$ cat src/rtl/sync_fifo_monitor.sv
// ---------------------------------------------------------------------------
// sync_fifo_monitor
//
// Shadow-model checker that sits beside a synchronous FIFO. It keeps its own
// reference queue of everything the FIFO accepted. Every cycle it checks the
// FIFO's empty/full flags and read data against that queue.
//
// Parameters
//   WIDTH       data width of wData/rdData
//   DEPTH       FIFO capacity in entries (power of two, >= 2)
//   RD_LATENCY  0 = show-ahead read data, 1 = read data one cycle after read
//   CNT_W       width of the saturating error-cycle counter
//
// Ports
//   clk, rst     clock and synchronous active-high reset
//   write, read  FIFO write / read strobes
//   wData        FIFO write data
//   rdData       FIFO read data
//   empty, full  FIFO status flags
//   err_clr      clears err_sticky and err_count (model untouched)
//   err_now      errors seen this cycle (combinational, 0 during reset)
//                  [0] empty mismatch     [1] full mismatch
//                  [2] empty and full     [3] read data mismatch
//                  [4] overflow attempt   [5] underflow attempt
//   err_sticky   OR-accumulation of err_now
//   err_count    number of cycles with any error, saturating
//   model_count  reference queue occupancy
//   peak_count   highest occupancy since reset
//   wr_total     accepted writes (wraps)
//   rd_total     accepted reads (wraps)
//
// Optional build macro
//   SYNC_FIFO_MONITOR_DISPLAY_EN  when defined, prints a line on every error
//                                 cycle and raises an assertion on a read
//                                 data mismatch (simulation only)
// ---------------------------------------------------------------------------
module sync_fifo_monitor #(
    parameter int WIDTH      = 32,
    parameter int DEPTH      = 16,
    parameter int RD_LATENCY = 0,
    parameter int CNT_W      = 16
) (
    input  logic                         clk,
    input  logic                         rst,
    input  logic                         write,
    input  logic                         read,
    input  logic [WIDTH-1:0]             wData,
    input  logic [WIDTH-1:0]             rdData,
    input  logic                         empty,
    input  logic                         full,
    input  logic                         err_clr,
    output logic [5:0]                   err_now,
    output logic [5:0]                   err_sticky,
    output logic [CNT_W-1:0]             err_count,
    output logic [$clog2(DEPTH+1)-1:0]   model_count,
    output logic [$clog2(DEPTH+1)-1:0]   peak_count,
    output logic [31:0]                  wr_total,
    output logic [31:0]                  rd_total
);

    localparam int AW = $clog2(DEPTH);
    localparam int OW = $clog2(DEPTH + 1);
    localparam logic [OW-1:0] DEPTH_C = OW'(DEPTH);

    localparam int E_EMPTY     = 0;
    localparam int E_FULL      = 1;
    localparam int E_BOTH      = 2;
    localparam int E_DATA      = 3;
    localparam int E_OVERFLOW  = 4;
    localparam int E_UNDERFLOW = 5;

    logic [WIDTH-1:0] mem [DEPTH];
    logic [AW-1:0]    head;
    logic [AW-1:0]    tail;
    logic [OW-1:0]    count;
    logic [OW-1:0]    count_nxt;
    logic             is_empty;
    logic             is_full;
    logic             acc_wr;
    logic             acc_rd;
    logic [WIDTH-1:0] head_data;
    logic             cmp_valid;
    logic [WIDTH-1:0] cmp_exp;
    logic             data_err;

    assign is_empty  = (count == '0);
    assign is_full   = (count == DEPTH_C);
    assign head_data = mem[head];

    // A read is only honoured when the model holds data. A write is honoured
    // when there is room, or when the model is full but a read frees the
    // head slot in the same cycle.
    assign acc_rd = read && !is_empty;
    assign acc_wr = write && (!is_full || read);

    assign model_count = count;

    // Occupancy after this cycle's accepted traffic.
    always_comb begin
        count_nxt = count + OW'(acc_wr) - OW'(acc_rd);
    end

    // Where and when read data is compared depends on the FIFO's read latency.
    // Show-ahead FIFOs present the head during the read cycle. Registered-read
    // FIFOs present it one cycle later, so the expected head is held
    // in a one-deep pipeline that reset invalidates.
    generate
        if (RD_LATENCY == 0) begin : g_lat0
            assign cmp_valid = acc_rd;
            assign cmp_exp   = head_data;
        end else begin : g_lat1
            logic             pend_valid;
            logic [WIDTH-1:0] pend_data;

            always_ff @(posedge clk) begin
                if (rst) begin
                    pend_valid <= 1'b0;
                    pend_data  <= '0;
                end else begin
                    pend_valid <= acc_rd;
                    if (acc_rd) begin
                        pend_data <= head_data;
                    end
                end
            end

            assign cmp_valid = pend_valid;
            assign cmp_exp   = pend_data;
        end
    endgenerate

    // Case inequality so an X on rdData counts as a data mismatch in simulation.
    assign data_err = cmp_valid && (rdData !== cmp_exp);

    // Per-cycle error vector from the registered model state and this
    // cycle's inputs. The vector is held at zero while reset is asserted.
    always_comb begin
        err_now = '0;
        if (!rst) begin
            err_now[E_EMPTY]     = (empty != is_empty);
            err_now[E_FULL]      = (full != is_full);
            err_now[E_BOTH]      = empty && full;
            err_now[E_DATA]      = data_err;
            err_now[E_OVERFLOW]  = write && is_full && !read;
            err_now[E_UNDERFLOW] = read && is_empty;
        end
    end

    // Reference queue storage. The array has no reset. Reset clears the
    // pointers and the count, which is enough to make the queue empty.
    always_ff @(posedge clk) begin
        if (!rst && acc_wr) begin
            mem[tail] <= wData;
        end
    end

    // Queue pointers, occupancy, peak occupancy and traffic counters.
    // DEPTH is a power of two, so the pointers wrap naturally.
    always_ff @(posedge clk) begin
        if (rst) begin
            head       <= '0;
            tail       <= '0;
            count      <= '0;
            peak_count <= '0;
            wr_total   <= '0;
            rd_total   <= '0;
        end else begin
            if (acc_wr) begin
                tail     <= tail + AW'(1);
                wr_total <= wr_total + 32'd1;
            end
            if (acc_rd) begin
                head     <= head + AW'(1);
                rd_total <= rd_total + 32'd1;
            end
            count <= count_nxt;
            if (count_nxt > peak_count) begin
                peak_count <= count_nxt;
            end
        end
    end

    // Sticky error bits and the saturating error-cycle counter. A clear
    // takes priority, so errors seen in the clear cycle are discarded.
    always_ff @(posedge clk) begin
        if (rst) begin
            err_sticky <= '0;
            err_count  <= '0;
        end else if (err_clr) begin
            err_sticky <= '0;
            err_count  <= '0;
        end else begin
            err_sticky <= err_sticky | err_now;
            if ((err_now != '0) && (err_count != '1)) begin
                err_count <= err_count + CNT_W'(1);
            end
        end
    end

`ifdef SYNC_FIFO_MONITOR_DISPLAY_EN
    // Simulation-only reporting. It has no effect on any output.
    always_ff @(posedge clk) begin
        if (err_now != '0) begin
            $display("[SVA] sync_fifo_monitor err=%b cnt=%0d full=%b empty=%b exp=%h got=%h",
                     err_now, count, full, empty, cmp_exp, rdData);
        end
        if (!rst) begin
            assert (!data_err)
            else $error("sync_fifo_monitor read data error: exp=%h got=%h", cmp_exp, rdData);
        end
    end
`else
`endif

endmodule

$ cat config.mk
export PLATFORM = sky130hd
export DESIGN_NAME = sync_fifo_monitor
export DESIGN_NICKNAME = d
export VERILOG_FILES = /design/src/rtl/sync_fifo_monitor.sv
export SDC_FILE = /design/constraint.sdc
export NUM_CORES = 1
export LEC_CHECK = 0
export ABC_AREA = 1
export CAP_MARGIN = 10
export CORE_MARGIN = 4
export CORE_UTILIZATION = 28
export DETAILED_ROUTE_END_ITERATION = 10
export PLACE_DENSITY = 0.46
export RECOVER_POWER = 100
export REMOVE_ABC_BUFFERS = 1
export SYNTH_ARGS = -nofsm -noshare
export SYNTH_HDL_FRONTEND = slang
export SYNTH_SLANG_ARGS = --single-unit
$ cat constraint.sdc
create_clock -name clk -period 10.9 [get_ports clk]
set_input_delay 2.18 -clock clk [delete_from_list [all_inputs] [get_ports clk]]
set_output_delay 2.18 -clock clk [all_outputs]
set_load 0.03 [all_outputs]
==> summary.txt <==
Floorplanning
  – Rows: 113
  – Num ports: 173
  – Die Height: 318 um
  – Die Footprint: 101000 um^2
  – Chip width: 318 um
  – Effective utilization at floorplan: 0.283
  – Core Box Area: 95200 um^2

Finish
  – Non-Filler Instances: 4208
  – Final instance area: 32100 um^2
  – Util after Layout: 0.337
  – Fin nets: 2973
  – Area growth from synthesis to layout: 19.3%
  – Share of layout cells above drive strength 1: 0.0477
  – Commonest non-fill, non-tap cell in the layout: nand2_1
  – Fillers: 9704
  – Most frequent cells in the layout: nand2_1, edfxtp_1, nand3_1

Placement
  – I/O Buffers: 172
  – Dpl cells: 4070
  – Placer Congestion: 0.738
  – DP HPWL: 41.2 mm
  – Placed Area: 30000 um^2

Pwr
  – Power per cell area: 198 nW/um^2
  – Max VDD drop: 0.000114 V
  – Leak: 12.3 nW

Timing
  – Final setup vio count: 0
  – Clock period minus worst slack: 8340 ps
  – Max Slew Vio Count: 568
  – Max frequency: 0.120 GHz
  – Setup_tns: 0 ps
  – Clock Skew: 26.2 ps
  – Ratio of final minimum period to clock period: 0.765
  – Final hold slack: 462 ps
  – Slew HR: -1.23
  – Hold Fails Final Rpt: 0
  – Actual slew at the worst max-slew pin: 3350 ps
  – RSZ-0062 raised after global routing: no

Routing
  – Final wirelength: 76.8 mm
  – Avg Vias per Cell: 4.49
  – 1st-iter DRT viols: 1319
  – Drt drc: 0
  – Drt wl/cell: 18.2 um
  – Vias: 18912
  – Routed Antenna Nets: 0
  – TritonRoute pass-1 iters: 6

Clocking
  – Clk_lat worst skew: 610 ps
  – Clk root buf: clkbuf_16
  – H-tree depth: 3
  – CTS tree: yes
  – Clock Path Buffers: 3
  – Post_cts resized: 0
  – Postcts setup bufs: 0
  – Reg clk slew, reported paths: 50 ps
  – Total CTS buffers: 75
  – Hold buffer count at CTS: 0
  – CTS sink cnt: 620

Setup path
  – CP Class: in2out
  – FF-to-FF Start: model_count[2]
  – Worst r2r dst: mem[9][31]
  – Worst EP arrival: 6160 ps
  – CP required: 8720 ps
  – Critical path endpoint category: output pin
  – CP max FO: 41
  – R2R depth: 11
  – Slack of the worst reg-to-reg path: 5470 ps
  – Setup crit start kind: primary input

Logic synthesis
  – Async set or reset register ratio after synthesis: 0
  – Number of distinct library cells after synthesis: 39
  – Ys flop type: edfxtp_1
  – Area leader, netlist: edfxtp_1
  – Post-Syn Area: 26900 um^2
  – Register area share after synthesis: 0.652
  – Synth top area cells: edfxtp_1, nand2_1, dfxtp_1
  – Syn avg cell area: 9.89 um^2
  – Synth top area share: 0.571
  – Yosys reg bits: 620
  – Number of synthesized flops with an enable pin: 512
  – Ys Warns: 0
  – Syn Inst Count: 2721

Global routing
  – Global-route usage over all layers: 0.148
  – Largest net degree at the start of global routing: 174
  – Initial antenna violation count: 14
  – Gr ovfl total: 0
  – First-pass GRT wire length: 115 mm
  – Via count of the first global-routing pass: 17911

Min path
  – Hold Crit Depth: 2
  – Hold path endpoint: rd_total[31]
  – Hold path start: rd_total[31]
  – Worst hold-check path type: reg2reg

Run status
  – Outcome: finished with violations
  – Violated checks: max-capacitance violations, max-slew violations

Flow run
  – Maxcap violations: 22
[how the worst max path moves through the flow]
stage | startpoint | end
floorplan | register | err_now[3]
global placement | rdData[20] | err_now[3]
detailed placement | rdData[20] | err_now[3]
CTS | register | err_now[3]
global route | rst | err_now[1]
finish | rst | err_now[1]
[state kept, by name (all words and copies together), names as in the netlist, named ones only]
| name | count |
|---|---|
| model_count | 5 |
| err_count | 16 |
| tail | 4 |
| peak_count | 5 |
| wr_total | 32 |
| head | 4 |
| rd_total | 32 |
| err_sticky | 6 |
| mem | 512 |
[where the power goes]
part	switching, mW	internal, mW	total, mW
registers	0.0498	2.62	2.67
logic	0.937	0.422	1.36
clock network	0.980	1.34	2.32
[through the flow]
stage / setup WS, ps / power, mW
after floorplan: -1430 / 3.69
final: 2560 / 6.35
after detailed placement: 4020 / 4.12
after CTS: 3730 / 6.47
after global placement: 4010 / 4.11
after global routing: 2040 / 6.72
[per-layer routing]
layer | GRT usage | part of all wire | wire [um]
met5 | 0 | 0.00044 | 34
met4 | 0.0380 | 0.020 | 1520
met3 | 0.0270 | 0.052 | 3980
met2 | 0.240 | 0.46 | 35300
met1 | 0.206 | 0.47 | 35900
[area by class of cell]
type | count | area, um^2 | area share
Antenna cell | 9 | 22.5 | 0.000701
Clock buffer | 98 | 2050 | 0.0637
Clock inverter | 31 | 219 | 0.00682
Inverter | 288 | 1090 | 0.0340
Multi-Input combinational cell | 1694 | 7690 | 0.240
Sequential cell | 620 | 17500 | 0.547
Tap cell | 1265 | 1580 | 0.0493
Timing Repair Buffer | 203 | 1900 | 0.0593
[synthesized netlist by cell type, types with 2 or more instances]
cell,instances
inv_2,8
nor2_2,2
nand3b_1,11
clkbuf_1,28
ha_1,19
and3_1,4
nor2_1,240
inv_1,278
o21ai_0,102
buf_4,11
o21ai_1,8
or2_2,4
buf_6,12
nand2_1,784
a21oi_1,77
nand4_1,17
a211oi_1,3
xor2_1,9
nor3_1,27
clkinv_1,2
buf_2,55
nand3_1,313
nor4_1,13
nor3b_1,4
edfxtp_1,512
o21a_1,8
buf_1,13
o211ai_1,36
xnor2_1,4
dfxtp_1,108
[logic make-up (layout without fill, tap and decap cells)]
logic type | count (synthesis) | after routing | synth area share
and+or+nand+nor | 1422 | 1422 | 0.221
DFF | 620 | 620 | 0.652
buffers and inverters | 407 | 620 | 0.0642
AOI/OAI and AO/OA | 239 | 239 | 0.0494
adders and majority gates | 20 | 20 | 0.00958
xor gates and xnor gates | 13 | 13 | 0.00423
other | 0 | 9 | 0
[worst max-delay path: stages]
cell and delay [ps]:
buf_2 70, clkbuf_1 1470, clkinv_1 940, buf_4 520, nand3_1 170, inv_1 60
dlygate4sd3_1 690
(Power assumes the default switching activity.)
